`src/rtl/tdm_pkg.sv`:
```
// Shared constants and state encoding for the TDM mux and its far-end demux.
// SEL_W sizes the slot index on both ends of the serial link.
package tdm_pkg;

   localparam int NUM_CH  = 8;
   localparam int SEL_W   = 3;
   localparam int DWELL_W = 8;

   typedef enum logic {
      ST_IDLE = 1'b0,
      ST_RUN  = 1'b1
   } state_t;

endpackage

```
`src/rtl/tdm_mux8_slot_timer.sv`:
```
// Dwell counter: flags the last cycle of each slot while running.
// slot_end is a decode of the registered count; no backpressure.
module slot_timer
   import tdm_pkg::*;
#(
   parameter int DWELL = 4
) (
   input  logic clk,
   input  logic rst_n,
   input  logic run,
   input  logic restart,
   output logic slot_end
);

   localparam logic [DWELL_W-1:0] LAST = DWELL_W'(DWELL - 1);

   logic [DWELL_W-1:0] dwell_cnt;

   always_ff @(posedge clk or negedge rst_n) begin
      if (!rst_n) begin
         dwell_cnt <= '0;
      end else if (restart || !run || slot_end) begin
         dwell_cnt <= '0;
      end else begin
         dwell_cnt <= dwell_cnt + 1'b1;
      end
   end

   assign slot_end = run && (dwell_cnt == LAST);

endmodule

```
`src/rtl/tdm_mux8.sv`:
```
// Snapshots an 8-bit word and serialises it one bit per slot with its slot index.
// Slot 0 appears the cycle after en is sampled; frames run back-to-back while en holds.
module tdm_mux8
   import tdm_pkg::*;
#(
   parameter int DWELL = 4
) (
   input  logic             clk,
   input  logic             rst_n,
   input  logic             en,
   input  logic [NUM_CH-1:0] data_in,
   output logic             data_out,
   output logic [SEL_W-1:0] sel,
   output logic             slot_valid,
   output logic             frame_start,
   output logic             busy
);

   state_t            state;
   logic [NUM_CH-1:0] snap;
   logic              run;
   logic              restart;
   logic              slot_end;
   logic [SEL_W-1:0]  sel_nxt;

   assign run     = (state == ST_RUN);
   assign restart = (state == ST_IDLE) && en;
   assign sel_nxt = sel + 1'b1;

   slot_timer #(
      .DWELL (DWELL)
   ) u_slot_timer (
      .clk      (clk),
      .rst_n    (rst_n),
      .run      (run),
      .restart  (restart),
      .slot_end (slot_end)
   );

   always_ff @(posedge clk or negedge rst_n) begin
      if (!rst_n) begin
         state       <= ST_IDLE;
         snap        <= '0;
         sel         <= '0;
         data_out    <= 1'b0;
         slot_valid  <= 1'b0;
         frame_start <= 1'b0;
         busy        <= 1'b0;
      end else begin
         frame_start <= 1'b0;
         case (state)
            ST_IDLE: begin
               if (en) begin
                  state       <= ST_RUN;
                  snap        <= data_in;
                  sel         <= '0;
                  data_out    <= data_in[0];
                  slot_valid  <= 1'b1;
                  frame_start <= 1'b1;
                  busy        <= 1'b1;
               end
            end
            ST_RUN: begin
               if (slot_end) begin
                  if (sel == SEL_W'(NUM_CH - 1)) begin
                     // Frame boundary: en decides between an immediate next frame and IDLE.
                     if (en) begin
                        snap        <= data_in;
                        sel         <= '0;
                        data_out    <= data_in[0];
                        frame_start <= 1'b1;
                     end else begin
                        state      <= ST_IDLE;
                        sel        <= '0;
                        data_out   <= 1'b0;
                        slot_valid <= 1'b0;
                        busy       <= 1'b0;
                     end
                  end else begin
                     sel      <= sel_nxt;
                     data_out <= snap[sel_nxt];
                  end
               end
            end
            default: state <= ST_IDLE;
         endcase
      end
   end

endmodule
```
`config.mk`:
```
export PLATFORM = sky130hd
export DESIGN_NAME = tdm_mux8
export DESIGN_NICKNAME = d
export VERILOG_FILES = /design/src/rtl/tdm_pkg.sv /design/src/rtl/tdm_mux8_slot_timer.sv /design/src/rtl/tdm_mux8.sv
export SDC_FILE = /design/constraint.sdc
export NUM_CORES = 1
export LEC_CHECK = 0
export CAP_MARGIN = 40
export CORE_MARGIN = 10
export CORE_UTILIZATION = 45
export DETAILED_ROUTE_END_ITERATION = 6
export GPL_TIMING_DRIVEN = 0
export HOLD_SLACK_MARGIN = 0.12
export PLACE_DENSITY = 0.76
export SLEW_MARGIN = 0
export SYNTH_ARGS = -nofsm -noshare
export SYNTH_HDL_FRONTEND = slang
export SYNTH_SLANG_ARGS = --single-unit
```
`constraint.sdc`:
```
create_clock -name clk -period 4.5 [get_ports clk]
set_input_delay 1.35 -clock clk [delete_from_list [all_inputs] [get_ports clk]]
set_output_delay 1.35 -clock clk [all_outputs]
set_load 0.02 [all_outputs]
```
# After elaboration in Yosys (flattened, before gate mapping)
# Index checks and enable logic that the tools add are counted.
word_totals:
  ff_bits: 23
  input_bits: 11
classes:
  n_addsub: 2
  magnitude_cmp: 1
  n_eq_ne: 6
  n_mux: 28
  bitwise_logic: 1
  reduce_logical: 8
ops:
  columns: ["cell", "n"]
  rows:
  - ["2-to-1 mux 8 bit", 4]
  - ["case mux 8 bit (2 select lines)", 1]
  - ["2-to-1 mux 1 bit", 14]
  - ["2-to-1 mux 3 bit", 3]
  - ["adder 8 x 1 -> 8 bit, second input constant", 1]
  - ["== test 8 x 2 -> 1 bit, second input constant", 1]
  - ["case mux 1 bit (2 select lines)", 4]
  - ["case mux 3 bit (2 select lines)", 1]
  - ["< comparator 3 x 4 -> 1 bit, second input constant", 1]
  - ["!= test 2 x 1 -> 1 bit, second input constant", 2]
  - ["!= test 2 bit, second input constant", 2]
  - ["AND reduction 2 bit", 2]
  - ["AND reduction 4 bit", 1]
  - ["adder 3 x 1 -> 3 bit, second input constant", 1]
  - ["binary-select mux 1 bit (select 3 bit)", 1]
  - ["== test 3 bit, second input constant", 1]
  - ["logical AND 1 bit", 2]
  - ["logical OR 1 bit", 2]
  - ["logical NOT 1 bit", 1]
  - ["NOT 1 bit", 1]

# Longest topological paths before layout
logic_depth:
  word_depth: 6
  ltp_mapped: 6

# Modules after synthesis
# A second synthesis with hierarchy kept.
hier_totals:
  hier_cells: 106
  area_unflattened_um2: 1194.9
modules_own_cells:
  columns: ["mod", "instances", "cells_each", "area_per_inst_um2"]
  rows:
  - ["tdm_mux8", 1, 66, 798.3]
  - ["slot_timer", 1, 40, 396.6]

# Worst setup path before layout
# No wires, ideal clock.
synth_path:
  path_type: "in2reg"
  from: "in en"
  to: "reg data_out"
  setup_ps: 124
  t_arrival_ps: 2080
  path_slack_ps: 2296
  path_stages: 4
  n_path_buf: 1
  path_cell_list: "clkbuf_1 -> mux2i_1 -> o22ai_1 -> a211o_1"
synth_between:
  elab_chain_cells: 4
synth_rtl:
  columns: ["item", "line", "source"]
  rows:
  - ["start, declared", "tdm_mux8.sv:10", "input logic en,"]
  - ["2-to-1 mux 1 bit", "tdm_mux8.sv:67", "if (en) begin"]
  - ["2-to-1 mux 1 bit", "tdm_mux8.sv:65", "if (sel == SEL_W'(NUM_CH - 1)) begin"]
  - ["2-to-1 mux 1 bit", "tdm_mux8.sv:64", "if (slot_end) begin"]
  - ["case mux 1 bit (2 select lines)", "tdm_mux8.sv:51", "case (state)"]
  - ["end signal, assigned", "tdm_mux8.sv:57", "data_out <= data_in[0];"]
  - ["end signal, assigned", "tdm_mux8.sv:70", "data_out <= data_in[0];"]
  - ["end signal, assigned", "tdm_mux8.sv:81", "data_out <= snap[sel_nxt];"]
  - ["end, declared", "tdm_mux8.sv:12", "output logic data_out,"]
# Parallel ways exist; a longest one is shown, timed or not. The select of a mux whose other input is x is not followed.
# A chain may end at the register's enable or synchronous reset.

# Worst setup path in the final report
layout_path:
  from: "reg sel[0]"
  to: "out sel[0]"
layout_lines:
  columns: ["item", "line", "source"]
  rows:
  - ["start, declared", "tdm_mux8.sv:13", "output logic [SEL_W-1:0] sel,"]
  - ["start signal, assigned", "tdm_mux8.sv:80", "sel <= sel_nxt;"]
# No word-level cell between the ends.

==> results_dict.tcl <==
set metrics [dict create \
    run_status "completed" \
    power.internal_uw 457 \
    vdd_drop_max_mv 0.332 \
    postSynth.topFlopCell "dfrtp_1" \
    cp.buffers_inverters 1 \
    p_seq_share_pct 44.5 \
    global_route.usage.met1_pct 9.75 \
    cp_data_required_time_ns 3.15 \
    detail_route.first_pass.iterations 3 \
    synth-seq-cells 23 \
    crit_path_start_kind "flip-flop" \
    synthTopCellsByArea "dfrtp_1 51%, mux2_2 9.9%, ha_1 3.3%, xor2_1 3.1%, nand2b_1 2.8%" \
    worst-setup-path-type "flip-flop to primary output" \
    yosys_warnings 0 \
    clock_tree.htree_level_count 1 \
    report.final.setup_viol 0 \
    cp-end-kind "primary output" \
    netlist.top_cell.by_area "dfrtp_1" \
    number_of_top_level_design_ports 18 \
    drive_gt1_share_pct 21.7 \
    grt_setup_unrepaired "no" \
    drc_errors 0 \
    syn_avg_cell_area_um2 12.1 \
    core_area_mm2 0.00245 \
    post_cts_clock_slew_at_the_launch_and_capture_registers_of_the_worst_setup_and_hold_paths_ns 0.12 \
    yosysMostFrequentCell "dfrtp_1" \
    min_period_over_period_pct 63.5 \
    cellPowerDensity_mw_per_mm2 499 \
    mappedNetlistArea_mm2 0.00114 \
    synth.top_cells.by_count "23 x dfrtp_1, 10 x mux2_2, 7 x nor2_1" \
    critical_path_peak_fanout 9 \
    postRouteWirelength_um 2040 \
    slew_headroom_pct 71.1 \
    finalClockSkew_ns 0.00330 \
    seq_area_frac_synth_pct 50.6 \
    grt_usage_pct 8.63 \
    net_total_in_the_final_layout 130 \
    synthDistinctLibCells 34 \
    cts_setup_buffers 0 \
    max_stage_delay_ns 0.68 \
    count_of_flip_flops_with_a_built_in_enable_after_synthesis 0 \
    power_switching_uw 235 \
    die_area_mm2 0.00494 \
    floorplan.initialDensity_pct 46.3 \
    met2_track_demand_over_resource_in_global_routing_pct 15.1 \
    syn-num-nets 108 \
    cp.arrival_ns 1.51 \
    power.share.switching_pct 34.0 \
    crit_family "buffers and inverters" \
    clock_root_buffer "clkbuf_4" \
    synthesis.instances 94 \
    clock_tree.buffer_depth 2 \
    post_drt_wl_per_cell_um 14.0 \
    grt_start_max_net_pins 18 \
    grt_most_used_layer "met2" \
    flow.area_growth_from_synthesis_pct 22.1 \
    cts.sink_count 23 \
    clk-insertion-delay-late_ns 0.29 \
    dieWidth_um 70.3 \
    die_height_um 70.3 \
    multi_input_area_um2 528 \
    globalplace.congestion 0.761 \
    first_global_vias 828 \
    num_antenna_cells 0 \
    fillers 213 \
    fmax_ghz 0.350 \
    dp.final_hpwl_um 1630 \
    min-delay-path-class "flip-flop to flip-flop" \
    io_buffers 16 \
    critical-path-slowest-cell "clkdlybuf4s50_1" \
    clockPowerShare_pct 12.9 \
    ff2ff_setup_slack_ns 2.43 \
    vias_per_cell 5.32 \
    area.sequential_um2 576 \
    overflow_left_after_global_routing 0 \
    tightestPinTransition_ns 0.433 \
    cts_tree "done" \
    power.leakage_nw 0.642 \
    postSynth.asyncResetShare_pct 100 \
    ctsResizeCount 0 \
    groute.layer.met3.usage_pct 2.97 \
    min_period_ns 2.86 \
    grt_first_pass_wirelength_um 3660 \
    slew_viol_final 0 \
    totalNegativeSetupSlack_ns 0 \
    maxCapViolCount 0 \
    via_count 772 \
    hold_viol_final 0 \
    whs_ns 0.481 \
    rows 18 \
    synth.top_cell.area_share_pct 50.6 \
    ant_nets 0 \
    relative_contribution_of_combinational_cells_to_total_power_pct 42.6 \
    antenna_found_initial 0 \
    worstPathCellList "clkdlybuf4s50_1" \
    postCtsHoldBufs 0 \
    first_iter_violations 45 \
    cts-buffers-inserted 3 \
]
power groups by stage:
stage	Clock, mW	Combinational (mW)	Sequential [mW]
after floorplan	0	0.191	0.321
after global placement	0	0.288	0.309
after detailed placement	0	0.298	0.313
after CTS	0.0934	0.300	0.308
after global routing	0.103	0.325	0.318
final	0.0893	0.295	0.308
layout make-up:
type	instances	share of cell area (%)
tap	30	2.70
buffer	4	1.89
timing repair buffer	17	13.5
multi-input combinational	65	38.0
clock buffer	4	1.89
sequential	23	41.4
inverter	2	0.541
state kept, by name (all words and copies together) (netlist names):
register                count
snap                        8
sel                         3
run                         1
busy                        1
frame_start                 1
u_slot_timer.dwell_cnt      8
data_out                    1
metrics by stage:
step / utilization (%) / cell area, um^2 / worst slack [ns] / power [mW] / instances
floorplan: - / 1140 / 2.30 / 0.512 / 94
global placement: 54.4 / 1340 / 1.92 / 0.597 / 140
detailed placement: 55.5 / 1360 / 1.98 / 0.611 / 141
CTS: 56.6 / 1390 / 1.62 / 0.702 / 145
global route: 56.6 / 1390 / 1.56 / 0.746 / 145
finish: 56.6 / 1390 / 1.64 / 0.692 / 145
layer usage:
| metal | wire length (um) | share of wire [%] |
|---|---|---|
| met5 | 0 | 0 |
| met2 | 994 | 49 |
| met4 | 21 | 1.0 |
| met3 | 113 | 5.6 |
| met1 | 906 | 45 |
logic make-up (layout without fill, tap and decap cells):
family | count (synthesis) | after routing | synth area share, %
AND/OR/NAND/NOR | 33 | 33 | 16.8
adder cells (fa/ha/maj) | 3 | 3 | 3.30
buffers and inverters | 6 | 27 | 2.97
XOR/XNOR | 5 | 5 | 3.85
multiplexers | 15 | 15 | 15.8
flip-flops | 23 | 23 | 50.6
AO/OA/AOI/OAI | 9 | 9 | 6.60
path summary, 6_finish.rpt:
kind	from	depth (start not counted)	end
worst max-delay path	sel[0]	1	sel[0]
min in group asynchronous	rst_n	1	u_slot_timer.dwell_cnt[4]
max in group asynchronous	rst_n	2	snap[0]
worst min-delay path	u_slot_timer.dwell_cnt[0]	1	u_slot_timer.dwell_cnt[0]
worst min register to register	u_slot_timer.dwell_cnt[0]	1	u_slot_timer.dwell_cnt[0]
worst max register to register	u_slot_timer.dwell_cnt[4]	4	sel[1]
cells in the final DEF, fill, tap and decap left out, types with 2 or more instances in the layout:
cell type / count
dfrtp_1: 23
clkdlybuf4s50_1: 16
mux2_2: 10
nor2_1: 7
nand3_1: 5
nand2b_1: 5
xor2_1: 4
clkbuf_1: 3
and3_2: 3
mux2i_1: 3
ha_1: 3
clkbuf_4: 3
and2_1: 2
a21oi_1: 2
inv_1: 2
nor2b_1: 2
a22o_1: 2
Power figures use the tool's default switching activity.
